## src/rtl/fetch_controller.sv

```systemverilog
// rtl/fetch_controller.sv - instruction fetch/decode sequencer driving PC strobes and IR.
// Optional return-address stack (CALL/RET) is compiled in with FETCH_CTRL_CALL_EN.
module fetch_controller #(
    parameter int WORD_SIZE   = 16,
    parameter int STACK_DEPTH = 4
) (
    input  logic                 clk,
    input  logic                 reset,
    input  logic                 start,
    input  logic [WORD_SIZE-1:0] instr_in,
    input  logic [WORD_SIZE-1:0] pc_address,
    input  logic                 zero_flag,
    input  logic                 exec_done,
    output logic                 pc_reset,
    output logic                 pc_count_enable,
    output logic                 pc_jump_enable,
    output logic                 pc_load_address,
    output logic [WORD_SIZE-1:0] jump_address,
    output logic [WORD_SIZE-1:0] ir,
    output logic                 ir_valid,
    output logic                 halted,
    output logic                 fault,
    output logic [2:0]           state
);
    typedef enum logic [2:0] {
        INIT    = 3'd0,
        IDLE    = 3'd1,
        FETCH   = 3'd2,
        LATCH   = 3'd3,
        DECODE  = 3'd4,
        EXECUTE = 3'd5,
        ADVANCE = 3'd6,
        HALT    = 3'd7
    } state_t;

    state_t               cur, nxt;
    logic                 issued;
    logic                 do_jump;
    logic [WORD_SIZE-1:0] jump_target;
    logic [3:0]           opcode;
    logic [WORD_SIZE-1:0] ir_target;

    assign opcode    = ir[WORD_SIZE-1 -: 4];
    assign ir_target = {4'h0, ir[WORD_SIZE-5:0]};

`ifdef FETCH_CTRL_CALL_EN
    localparam int SPW = $clog2(STACK_DEPTH + 1);
    localparam int IW  = (STACK_DEPTH > 1) ? $clog2(STACK_DEPTH) : 1;
    localparam logic [WORD_SIZE-1:0] ONE = WORD_SIZE'(1);

    logic [WORD_SIZE-1:0] stack [STACK_DEPTH];
    logic [SPW-1:0]       sp;
    logic [IW-1:0]        top_idx;
    logic                 push, pop, err, fault_r;

    assign top_idx = IW'(sp - SPW'(1));
    assign fault   = fault_r;
`else
    logic unused_cfg;
    assign unused_cfg = ^pc_address ^ STACK_DEPTH[0];
    assign fault      = 1'b0;
`endif

    always_comb begin
        nxt             = cur;
        pc_reset        = 1'b0;
        pc_count_enable = 1'b0;
        pc_jump_enable  = 1'b0;
        pc_load_address = 1'b0;
        jump_address    = '0;
        ir_valid        = 1'b0;
        do_jump         = 1'b0;
        jump_target     = ir_target;
`ifdef FETCH_CTRL_CALL_EN
        push = 1'b0;
        pop  = 1'b0;
        err  = 1'b0;
`endif
        case (cur)
            INIT: begin
                // Held in INIT while reset is high; the strobe belongs to the first free cycle.
                pc_reset = !reset;
                nxt      = IDLE;
            end
            IDLE:    if (start) nxt = FETCH;
            FETCH: begin
                pc_load_address = 1'b1;
                nxt             = LATCH;
            end
            LATCH: begin
                pc_load_address = 1'b1;
                nxt             = DECODE;
            end
            DECODE: begin
                case (opcode)
                    4'hF: nxt = HALT;
                    4'hE: do_jump = 1'b1;
                    4'hD: if (zero_flag) do_jump = 1'b1; else nxt = ADVANCE;
`ifdef FETCH_CTRL_CALL_EN
                    4'hC: begin
                        if (sp == SPW'(STACK_DEPTH)) begin
                            err = 1'b1;
                            nxt = HALT;
                        end else begin
                            push    = 1'b1;
                            do_jump = 1'b1;
                        end
                    end
                    4'hB: begin
                        if (sp == '0) begin
                            err = 1'b1;
                            nxt = HALT;
                        end else begin
                            pop         = 1'b1;
                            do_jump     = 1'b1;
                            jump_target = stack[top_idx];
                        end
                    end
`endif
                    default: nxt = EXECUTE;
                endcase
            end
            EXECUTE: begin
                ir_valid = !issued;
                if (exec_done) nxt = ADVANCE;
            end
            ADVANCE: begin
                pc_count_enable = 1'b1;
                nxt             = FETCH;
            end
            default: nxt = HALT;
        endcase
        // Jumps complete inside DECODE so a taken branch costs three cycles.
        if (do_jump) begin
            pc_jump_enable = 1'b1;
            jump_address   = jump_target;
            nxt            = FETCH;
        end
    end

    always_ff @(posedge clk or posedge reset) begin
        if (reset) begin
            cur    <= INIT;
            ir     <= '0;
            issued <= 1'b0;
`ifdef FETCH_CTRL_CALL_EN
            sp      <= '0;
            fault_r <= 1'b0;
`endif
        end else begin
            cur    <= nxt;
            issued <= (cur == EXECUTE);
            if (cur == LATCH) ir <= instr_in;
`ifdef FETCH_CTRL_CALL_EN
            if (err)  fault_r <= 1'b1;
            if (push) sp <= sp + SPW'(1);
            if (pop)  sp <= sp - SPW'(1);
`endif
        end
    end

`ifdef FETCH_CTRL_CALL_EN
    always_ff @(posedge clk) begin
        if (push) stack[IW'(sp)] <= pc_address + ONE;
    end
`endif

    assign halted = (cur == HALT);
    assign state  = cur;
endmodule
```

## config.mk

```make
export PLATFORM = sky130hd
export DESIGN_NAME = fetch_controller
export DESIGN_NICKNAME = d
export VERILOG_FILES = /design/src/rtl/fetch_controller.sv
export SDC_FILE = /design/constraint.sdc
export NUM_CORES = 1
export LEC_CHECK = 0
export CAP_MARGIN = 30
export CORE_MARGIN = 5
export CORE_UTILIZATION = 25
export CTS_CLUSTER_SIZE = 20
export DETAILED_ROUTE_END_ITERATION = 12
export PLACE_DENSITY = 0.67
export SYNTH_ARGS = -nofsm -noshare
export SYNTH_HDL_FRONTEND = slang
export SYNTH_SLANG_ARGS = --single-unit
```

## constraint.sdc

```tcl
create_clock -name clk -period 1.9 [get_ports clk]
set_clock_uncertainty 0.15 [all_clocks]
set_input_delay 0.285 -clock clk [delete_from_list [all_inputs] [get_ports clk]]
set_output_delay 0.285 -clock clk [all_outputs]
set_load 0.005 [all_outputs]
```

== Word level (Yosys, flattened, before mapping) ==
Cells that the tools add are included.

* Latch bits: 0
* RAM bits: 0
* Memories: 0
* Word-level logic and storage cells: 37
* Flip-flop bits (word level): 20
* Bits in read-only memories: 0
* Output and inout bits: 42

* Div/mod/pow operators: 0
* Magnitude comparators: 0
* Equality and inequality tests: 14
* Bitwise logic cells: 0
* Add/sub/neg operators: 0
* Shift-type cells: 0
* $mul: 0
* Reductions and logical operators: 5
* Muxes and demuxes: 15

{| class="wikitable"
|+ Operator list
! operator !! number
|-
| one-hot mux 3 bit (7 select lines) || 1
|-
| equality test 3 bit (second input constant) || 4
|-
| equality test 4 bit (second input constant) || 3
|-
| two-way mux 12 bit || 1
|-
| two-way mux 3 bit || 4
|-
| inequality test 3 bit (second input constant) || 3
|-
| one-hot mux 3 bit (3 select lines) || 1
|-
| two-way mux 1 bit || 7
|-
| equality test 3 x 2 -> 1 bit (second input constant) || 2
|-
| inequality test 4 bit (second input constant) || 1
|-
| AND reduction 4 bit || 1
|-
| equality test 3 x 1 -> 1 bit (second input constant) || 1
|-
| logical NOT 3 bit || 1
|-
| logical NOT 1 bit || 2
|-
| one-hot mux 1 bit (2 select lines) || 1
|-
| OR reduction 2 bit || 1
|}

== Longest topological paths before layout ==
Gate-level depths: netlist (run 1).

* Word-level depth: 5
* Mapped depth: 5
* Depth with buffers taken out: 3

== Least setup slack after synthesis (run 1) ==
OpenSTA, ideal clock, no wires.

* Path kind: register to output
* Start point: reg cur[0] (netlist: state[0])
* End point: out jump_address[10]
* Cell stages (with the launch flop): 6
* Data arrival time: 1241 ps
* Setup slack: 224 ps
* Data required time: 1465 ps
* Cells stage by stage: dfrtp_1 buf_4 nor3b_2 o2111a_2 buf_6 and2_1

* Longest elaborated chain between the ends: 3

{| class="wikitable"
|+ RTL lines
! what !! line !! RTL
|-
| start: declaration || 36 || <nowiki>state_t cur, nxt;</nowiki>
|-
| start signal: assignment || 151 || <nowiki>cur <= nxt;</nowiki>
|-
| equality test 3 bit || 79 || <nowiki>case (cur)</nowiki>
|-
| two-way mux 1 bit || 79 ||
|-
| two-way mux 12 bit || 134 || <nowiki>if (do_jump) begin</nowiki>
|-
| end: declaration || 18 || <nowiki>output logic [WORD_SIZE-1:0] jump_address,</nowiki>
|}

Every way passes these cells.

== Worst setup path after layout (run 1) ==
* Start point: reg cur[0] (netlist: state[0])
* End point: out jump_address[1]

The elaborated chain is that of the path after synthesis.

==> impl_results.md, run 1 <==
- RSZ-0062 raised after global routing: true
- Failing checks: negative setup slack
- Crit-path cells: nor3b_2, o2111a_2, buf_6, and2_4, buf_6
- CTS clk-pin slew, worst paths: 0.07 ns
- Worst vdd ir: 0.682 mV
- Antenna violations before repair: 0
- Diode count: 0
- Synth cell types: 26
- Initial core utilization: 25.7%
- Placement Rows: 23
- Residual DRC: 0
- Max-slew violation count: 0
- DR pass1 iterations: 2
- Max-Cap Viols: 0
- Post-synth EDFFs: 0
- Die area: 5460 sq um
- Vias/cell: 4.37
- Clk Latency, worst-skew pair: 0.26 ns
- Crit Path Max Fanout: 6
- Multi-input logic area: 490 sq um
- Ys Warns: 0
- GRT Overall Usage: 11.1%
- Largest net degree at the start of global routing: 21
- Status: finished with violations
- CP Launch Type: register
- Crit path max-delay family: simple AND/OR/NAND/NOR gates
- Final hold violations: 0
- Hold slack: 0.252 ns
- Wire length per cell: 14.2 microns
- Synthesized cell area: 1020 sq um
- WP data arrival: 1.58 ns
- Vias in the first global route: 1017
- Setup violations, final: 12
- CTS Root Cell: clkbuf_8
- Tcrit/Tclk final: 106%
- Lkg Pwr: 0.849 nW
- DRT iter0 DRCs: 19
- GP Congestion: 0.703
- Most frequent cell after synthesis: dfrtp_1
- Largest area contributor in the netlist: dfrtp_1
- Reg2reg start: state[0]
- Die height: 73.9 microns
- Core area: 3970 sq um
- Top_reg_cell synth: dfrtp_1
- Post-Syn Area per Cell: 12.1 sq um
- Fin crit period: 2.02 ns
- Seq/Total Area, Yosys: 49.1%
- Routed Antenna Nets: 0
- Post-synth top cells: dfrtp_1 (20), mux2_2 (17), and2_1 (12), buf_4 (8), inv_1 (3)
- CTS Buffer Depth: 2
- Clock tree from TritonCTS: built
- Asr flop ratio synth: 100%
- Worst Hold Class: in2async
- # IOs: 79
- Final WS setup: -0.118 ns
- Routed vias: 917
- Power Density: 1420 nW/um^2
- Gate Count Post-Synth: 84
- Critical path type: reg2out
- Max incr delay on CP: 0.40 ns
- Slowest-stage cell, CP: dfrtp_1
- # fillers: 385
- Most used cell, CP: buf_6
- R2R depth: 6
- H-tree depth: 1
- Sink Count: 20
- Synthesized flop and latch total: 20
- Fmax: 496 MHz
- Synth top area cells: dfrtp_1 (49%), mux2_2 (19%), and2_1 (7.4%)
- FF/Latch Area: 500 sq um
- GRT overflow: 0
- CP Capture Type: output port
- Required @ worst endpoint: 1.46 ns
- Worst R2R Setup Slack: 0.11 ns
- Crit path buf inv count: 2
- Die X: 73.9 microns
- Count of input and output buffers: 57
- DP Wirelength: 2150 microns
- TritonCTS buffer count: 3
- First-pass GRT wire length: 4690 microns
- Crit path launch: state[0]
- Fraction of layout cells with a size suffix above 1: 46.3%
- Worst R2R End: ir[1]
- Post-Route WL: 2990 microns
- Area Growth Syn to Fin: 81.2%
- Nets: 199
- Final Total Pwr: 0.00263 W
- Post-synth top area share: 49.1%
==> placed cells by master (no fill, tap or decap), types with 2 or more instances in the layout <==
master and n:
mux2_2 17, clkdlybuf4s50_1 36, dlygate4sd2_1 4, and2_4 11, a21oi_1 2, nor2b_1 2
dfrtp_1 20, buf_6 17, clkbuf_8 3, inv_1 2, conb_1 5, buf_4 16
buf_2 3, and3_1 2
==> repair_timing <==
item	4_1_cts	5_1_grt
endpoints found under the setup margin	18	15
hold endpoints to repair	0	0
pin swaps	6	3
buffers inserted	11	1
gates resized for setup	64	35
hold buffers	0	0
==> kinds of logic (layout without fill, tap and decap cells) <==
group | count (synthesis) | after routing | synth area share [%]
AND/OR/NAND/NOR | 26 | 26 | 17.7
flip-flops | 20 | 20 | 49.1
multiplexers | 17 | 17 | 18.8
buffers and inverters | 12 | 84 | 8.10
AO/OA/AOI/OAI | 7 | 7 | 5.15
other | 1 | 5 | 0.368
XOR/XNOR | 1 | 1 | 0.859
==> stage by stage <==
step,setup WS [ns],std cells,TNS [ns],area [sq um],util (%)
after floorplan,0.224,88,0,1030,-
after global placement,-0.488,195,-6.12,1660,41.9
after detailed placement,-0.502,195,-6.25,1660,41.9
after CTS,-0.143,209,-0.745,1750,44.2
after global routing,-0.198,210,-2.23,1850,46.5
final,-0.118,210,-1.22,1850,46.5
==> sequential cells by signal (all words and copies together) (netlist names) <==
name    flops
issued      1
state       3
ir         16
==> worst reg2reg max path, stage by stage (launching register included) <==
cell and delay, ns:
dfrtp_1 0.40, buf_4 0.14, buf_6 0.11, buf_4 0.15, buf_4 0.15, nand3_4 0.21
mux2_2 0.37
==> report_power, final <==
group	leakage, nW	internal, W	total (W)	switching, W
sequential	0.236	0.000649	0.000805	0.000155
clock	0.0216	0.000141	0.000277	0.000135
combinational	0.592	0.000987	0.00155	0.000558
total	0.849	0.00178	0.00263	0.000849
==> how the worst max path moves through the flow <==
| stage | endpoint | slack [ns] | cells past startpoint |
|---|---|---|---|
| global route | jump_address[4] | -0.20 | 5 |
| global placement | jump_address[4] | -0.49 | 5 |
| detailed placement | jump_address[1] | -0.50 | 5 |
| CTS | jump_address[9] | -0.14 | 5 |
| floorplan | jump_address[10] | 0.22 | 5 |
| finish | jump_address[1] | -0.12 | 5 |
==> cell type report <==
class	count	share of cell area, %
Timing Repair Buffer	78	40.0
Sequential cell	20	27.1
Multi-Input combinational cell	56	26.5
Tap cell	50	3.39
Clock buffer	3	2.23
Inverter	3	0.745
==> layer usage <==
layer / vias to the layer above / GRT usage [%] / part of all wire (%)
met1: 428 / 13.0 / 37
met3: 5 / 4.65 / 13
li1: 430 / - / -
met5: - / 0 / 0
met2: 54 / 19.0 / 49
met4: 0 / 2.41 / 1.1
Power figures use the tool's default switching activity.
==> run 2: changes to the inputs <==
==> constraint.sdc (replaced) <==
create_clock -name clk -period 1.9 [get_ports clk]
set_clock_uncertainty 0.15 [all_clocks]
set_input_delay 0.38 -clock clk [delete_from_list [all_inputs] [get_ports clk]]
set_output_delay 0.38 -clock clk [all_outputs]
set_load 0.005 [all_outputs]
==> impl_results.md, run 2 (same netlist as run 1, synthesis figures left out) <==
- Max reg flops: 16
- TritonCTS buffer count: 3
- Routed vias: 942
- Worst R2R End: state[1]
- Post-Route WL: 3060 microns
- Final WS setup: -0.224 ns
- Reg2reg start: ir[12]
- Failing checks: negative setup slack
- Placement Rows: 23
- Slowest-stage cell, CP: dfrtp_1
- Final hold violations: 0
- Setup violations, final: 17
- Largest net degree at the start of global routing: 21
- Seq pwr share: 30.6%
- Fin crit period: 2.12 ns
- Hold slack: 0.356 ns
- Sink Count: 20
- GRT Overall Usage: 11.3%
- Required @ worst endpoint: 1.37 ns
- # IOs: 79
- DR pass1 iterations: 4
- Max-slew violation count: 0
- Die X: 73.9 microns
- Worst vdd ir: 0.687 mV
- Final Util: 47.1%
- Worst R2R Setup Slack: 0.17 ns
- Tcrit/Tclk final: 112%
- Internal power: 0.00182 W
- Wire length per cell: 14.4 microns
- Vias/cell: 4.42
- Worst Hold Class: in2async
- # fillers: 365
- Final Total Pwr: 0.00268 W
- Routed Antenna Nets: 0
- CTS clk-pin slew, worst paths: 0.08 ns
- RSZ-0062 raised after global routing: true
- H-tree depth: 1
- Nets: 201
- Most frequent cells in the layout: clkdlybuf4s50_1 (37), dfrtp_1 (20), mux2_2 (17), buf_4 (17), buf_6 (14)
- GRT overflow: 0
- Crit Path Max Fanout: 6
- Clock tree from TritonCTS: built
- CTS Root Cell: clkbuf_8
- Net Sw Frac: 32.1%
- Vias in the first global route: 983
- Final Instance Area: 1870 sq um
- GP Congestion: 0.705
- Power Density: 1430 nW/um^2
- Clk pwr share: 12.3%
- Residual DRC: 0
- Biggest register: ir
- P_sw: 0.000861 W
- Initial core utilization: 25.7%
- Fraction of layout cells with a size suffix above 1: 45.4%
- Crit path capture: jump_address[3]
- Max-Cap Viols: 0
- DP Wirelength: 2170 microns
- Core area: 3970 sq um
- R2R depth: 6
- Lkg Pwr: 0.874 nW
- Fmax: 471 MHz
- Most used cell, CP: buf_6
- Antenna violations before repair: 0
- DRT iter0 DRCs: 23
- Max incr delay on CP: 0.41 ns
- Critical path type: reg2out
- Commonest non-fill, non-tap cell in the layout: clkdlybuf4s50_1
- CTS Buffer Depth: 2
- First-pass GRT wire length: 4710 microns
- Crit path launch: state[1]
- DP Area: 1670 sq um
- CP Launch Type: register
- Die area: 5460 sq um
- Die height: 73.9 microns
- Crit-path cells: nor3b_4, o2111a_2, buf_6, and2_4, buf_6
- Hold Buf Count CTS: 0
- CP Capture Type: output port
- Clk Latency, worst-skew pair: 0.26 ns
- Count of input and output buffers: 57
- Diode count: 0
- Area Growth Syn to Fin: 83.4%
- Comb power frac: 57.1%
- WP data arrival: 1.59 ns
- Status: finished with violations
[run 2: routing by layer]
layer	track usage (%)	wire, microns	vias to the layer above
met5	0	0	-
met4	2.41	24	0
met3	4.38	331	3
met2	18.5	1400	53
met1	13.9	1310	448
li1	-	-	438
[run 2: layout make-up]
type	count	area, sq um	share of cell area (%)
Inverter	3	11.3	0.602
Multi-Input combinational cell	57	500	26.8
Sequential cell	20	500	26.8
Timing Repair Buffer	79	741	39.6
Clock buffer	4	55.1	2.94
Tap cell	50	62.6	3.34
[run 2: critical path, delay by kind of cell (launching register included)]
kind            cells  cell delay (ns)
flops               1             0.41
simple gates        2             0.38
compound gates      1             0.34
buf+inv             2             0.20
[run 2: worst min path at each step]
| stage | start | endpoint | slack [ns] | depth (start not counted) |
|---|---|---|---|---|
| 6_report | reset | state[2] | 0.36 | 3 |
| 5_1_grt | reset | ir[5] | 0.41 | 3 |
| 4_1_cts | reset | ir[5] | 0.36 | 3 |
| 3_5_place_dp | ir[3] | ir[3] | 0.37 | 1 |
| 3_3_place_gp | ir[7] | ir[7] | 0.36 | 1 |
| 2_1_floorplan | reset | ir[0] | 0.19 | 1 |
[run 2: power groups by stage]
stage | combinational (W) | sequential (W) | clock [W]
after floorplan | 0.000605 | 0.000826 | 0
after global placement | 0.00139 | 0.000788 | 0
after detailed placement | 0.00143 | 0.000806 | 0
after CTS | 0.00148 | 0.000823 | 0.000344
after global routing | 0.00166 | 0.000860 | 0.000354
final | 0.00153 | 0.000821 | 0.000330
[run 2: through the flow]
| stage | worst slack [ns] | TNS, ns | std cells |
|---|---|---|---|
| floorplan | 0.129 | 0 | 88 |
| global placement | -0.679 | -8.82 | 196 |
| detailed placement | -0.700 | -9.09 | 196 |
| CTS | -0.245 | -2.69 | 208 |
| global route | -0.278 | -3.68 | 213 |
| finish | -0.224 | -2.44 | 213 |
[run 2: what timing repair did]
action	in CTS	in global routing
gates cloned	1	0
setup endpoints to repair	18	20
setup buffers	7	5
pin swaps	15	4
gates resized for setup	72	21
hold endpoints to repair	0	0
==> run 3: changes to the inputs <==
Settings changed: CORE_UTILIZATION 25 to 33, CTS_CLUSTER_SIZE 20 to 40, PLACE_DENSITY 0.67 to 0.84.
==> impl_results.md, run 3 (same netlist as run 1, synthesis figures left out) <==
- Die height: 65.6 microns
- Core area: 3000 sq um
- CP Launch Type: register
- WP data arrival: 1.78 ns
- Tcrit/Tclk final: 122%
- TritonCTS buffer count: 3
- DRT iter0 DRCs: 74
- Sink Count: 20
- Critical path type: reg2out
- DP Wirelength: 2170 microns
- Final WS setup: -0.414 ns
- Crit path capture: jump_address[10]
- Seq pwr share: 29.4%
- Crit-path cells: nor3b_2, buf_4, o2111a_2, buf_12, and2_4, buf_6
- Area Growth Syn to Fin: 88.5%
- GP Congestion: 0.883
- Required @ worst endpoint: 1.37 ns
- Final Total Pwr: 0.00277 W
- Clk Latency, worst-skew pair: 0.30 ns
- Crit Path Max Fanout: 4
- Status: finished with violations
- CTS Buffer Depth: 2
- GRT Overall Usage: 15.3%
- First-pass GRT wire length: 5040 microns
- Final hold violations: 0
- Die area: 4300 sq um
- Most frequent cells in the layout: clkdlybuf4s50_1 (34), dfrtp_1 (20), buf_6 (19)
- Max reg flops: 16
- Routed Antenna Nets: 0
- Hold Buf Count CTS: 0
- Antenna violations before repair: 0
- # IOs: 79
- Post-Route WL: 3250 microns
- Setup violations, final: 16
- Fmax: 432 MHz
- Power Density: 1440 nW/um^2
- Crit path buf inv count: 3
- Worst R2R End: state[1]
- R2R depth: 6
- Comb power frac: 58.2%
- Commonest non-fill, non-tap cell in the layout: clkdlybuf4s50_1
- GRT overflow: 0
- CTS clk-pin slew, worst paths: 0.12 ns
- Largest net degree at the start of global routing: 17
- Vias in the first global route: 1020
- Worst vdd ir: 0.592 mV
- Reg2reg start: state[0]
- Vias/cell: 4.82
- Max-Cap Viols: 0
- CP Capture Type: output port
- Worst Hold Class: in2async
- Lkg Pwr: 0.920 nW
- Crit path max-delay family: flip-flops
- Max-slew violation count: 0
- P_sw: 0.000895 W
- Count of input and output buffers: 57
- DR pass1 iterations: 4
- Routed vias: 950
- Die X: 65.6 microns
- Max incr delay on CP: 0.42 ns
- Residual DRC: 0
- Internal power: 0.00187 W
- Fin crit period: 2.31 ns
- Clock tree from TritonCTS: built
- Clk pwr share: 12.4%
- TNS Setup: -4.84 ns
- CTS Root Cell: clkbuf_4
- Net Sw Frac: 32.4%
- Initial core utilization: 34.0%
- Worst R2R Setup Slack: 0.30 ns
- H-tree depth: 1
- Diode count: 0
- Fraction of layout cells with a size suffix above 1: 49.4%
- RSZ-0062 raised after global routing: true
- Placement Rows: 20
- Nets: 202
- Failing checks: negative setup slack
- Slowest-stage cell, CP: dfrtp_1
- Wire length per cell: 16.5 microns
- Crit path launch: state[0]
- Biggest register: ir
- Crit path depth: 6
[run 3: cell types whose count changed in the layout (fill, tap and decap cells not counted), sizes merged]
cell and change:
clkdlybuf4s50 -3, dlymetal6s2s +3, bufinv +1, clkdlybuf4s15 +1
dlygate4sd2 -1
[run 3: timing repair]
item                                    CTS  global route
pin swaps                                12             3
resized for setup                        91            17
gates cloned                              1             0
endpoints found under the setup margin   20            23
setup buffers                             9             4
[run 3: worst min-delay path by stage]
stage	from	end	slack, ns	cells after the start
after floorplan	reset	ir[0]	0.19	1
after global placement	ir[1]	ir[1]	0.36	1
after detailed placement	ir[2]	ir[2]	0.36	1
after CTS	reset	ir[11]	0.21	2
after global routing	reset	ir[11]	0.25	2
final	reset	ir[11]	0.23	2
[run 3: power groups by stage]
stage | clock network [W] | logic (W) | registers [W]
after detailed placement | 0 | 0.00143 | 0.000797
after global placement | 0 | 0.00138 | 0.000783
after CTS | 0.000351 | 0.00156 | 0.000802
final | 0.000342 | 0.00161 | 0.000813
after global routing | 0.000367 | 0.00173 | 0.000847
after floorplan | 0 | 0.000605 | 0.000826
[run 3: stage by stage]
step / hold WS (ns) / instances / area, sq um / util, % / setup WS (ns)
final: 0.227 / 197 / 1920 / 64.0 / -0.414
after global routing: 0.247 / 197 / 1920 / 64.0 / -0.471
after CTS: 0.208 / 193 / 1840 / 61.3 / -0.359
after detailed placement: 0.363 / 179 / 1650 / 55.0 / -0.692
after global placement: 0.356 / 179 / 1650 / 55.0 / -0.667
after floorplan: 0.194 / 88 / 1030 / - / 0.129
[run 3: layout make-up]
| cell class | instances | area [sq um] |
|---|---|---|
| clock buffer | 3 | 22.5 |
| clock inverter | 1 | 30.0 |
| fill | 237 | 1080 |
| inverter | 3 | 13.8 |
| multi-input combinational | 57 | 517 |
| sequential | 20 | 500 |
| tap | 33 | 41.3 |
| timing repair buffer | 80 | 797 |
[run 3: worst reg2reg max path, cell delays in order, from the launching register on]
cell     delay, ns
dfrtp_1       0.40
buf_4         0.14
buf_6         0.14
inv_4         0.05
buf_4         0.13
or3_1         0.39
o21a_1        0.12
[run 3: layer usage]
layer  wire length [microns]  up-vias  track usage, %
met2                    1650       46            26.3
met5                       0        -               0
li1                        -      438               -
met4                      88        0            5.70
met3                     278       10            5.64
met1                    1230      456            17.1
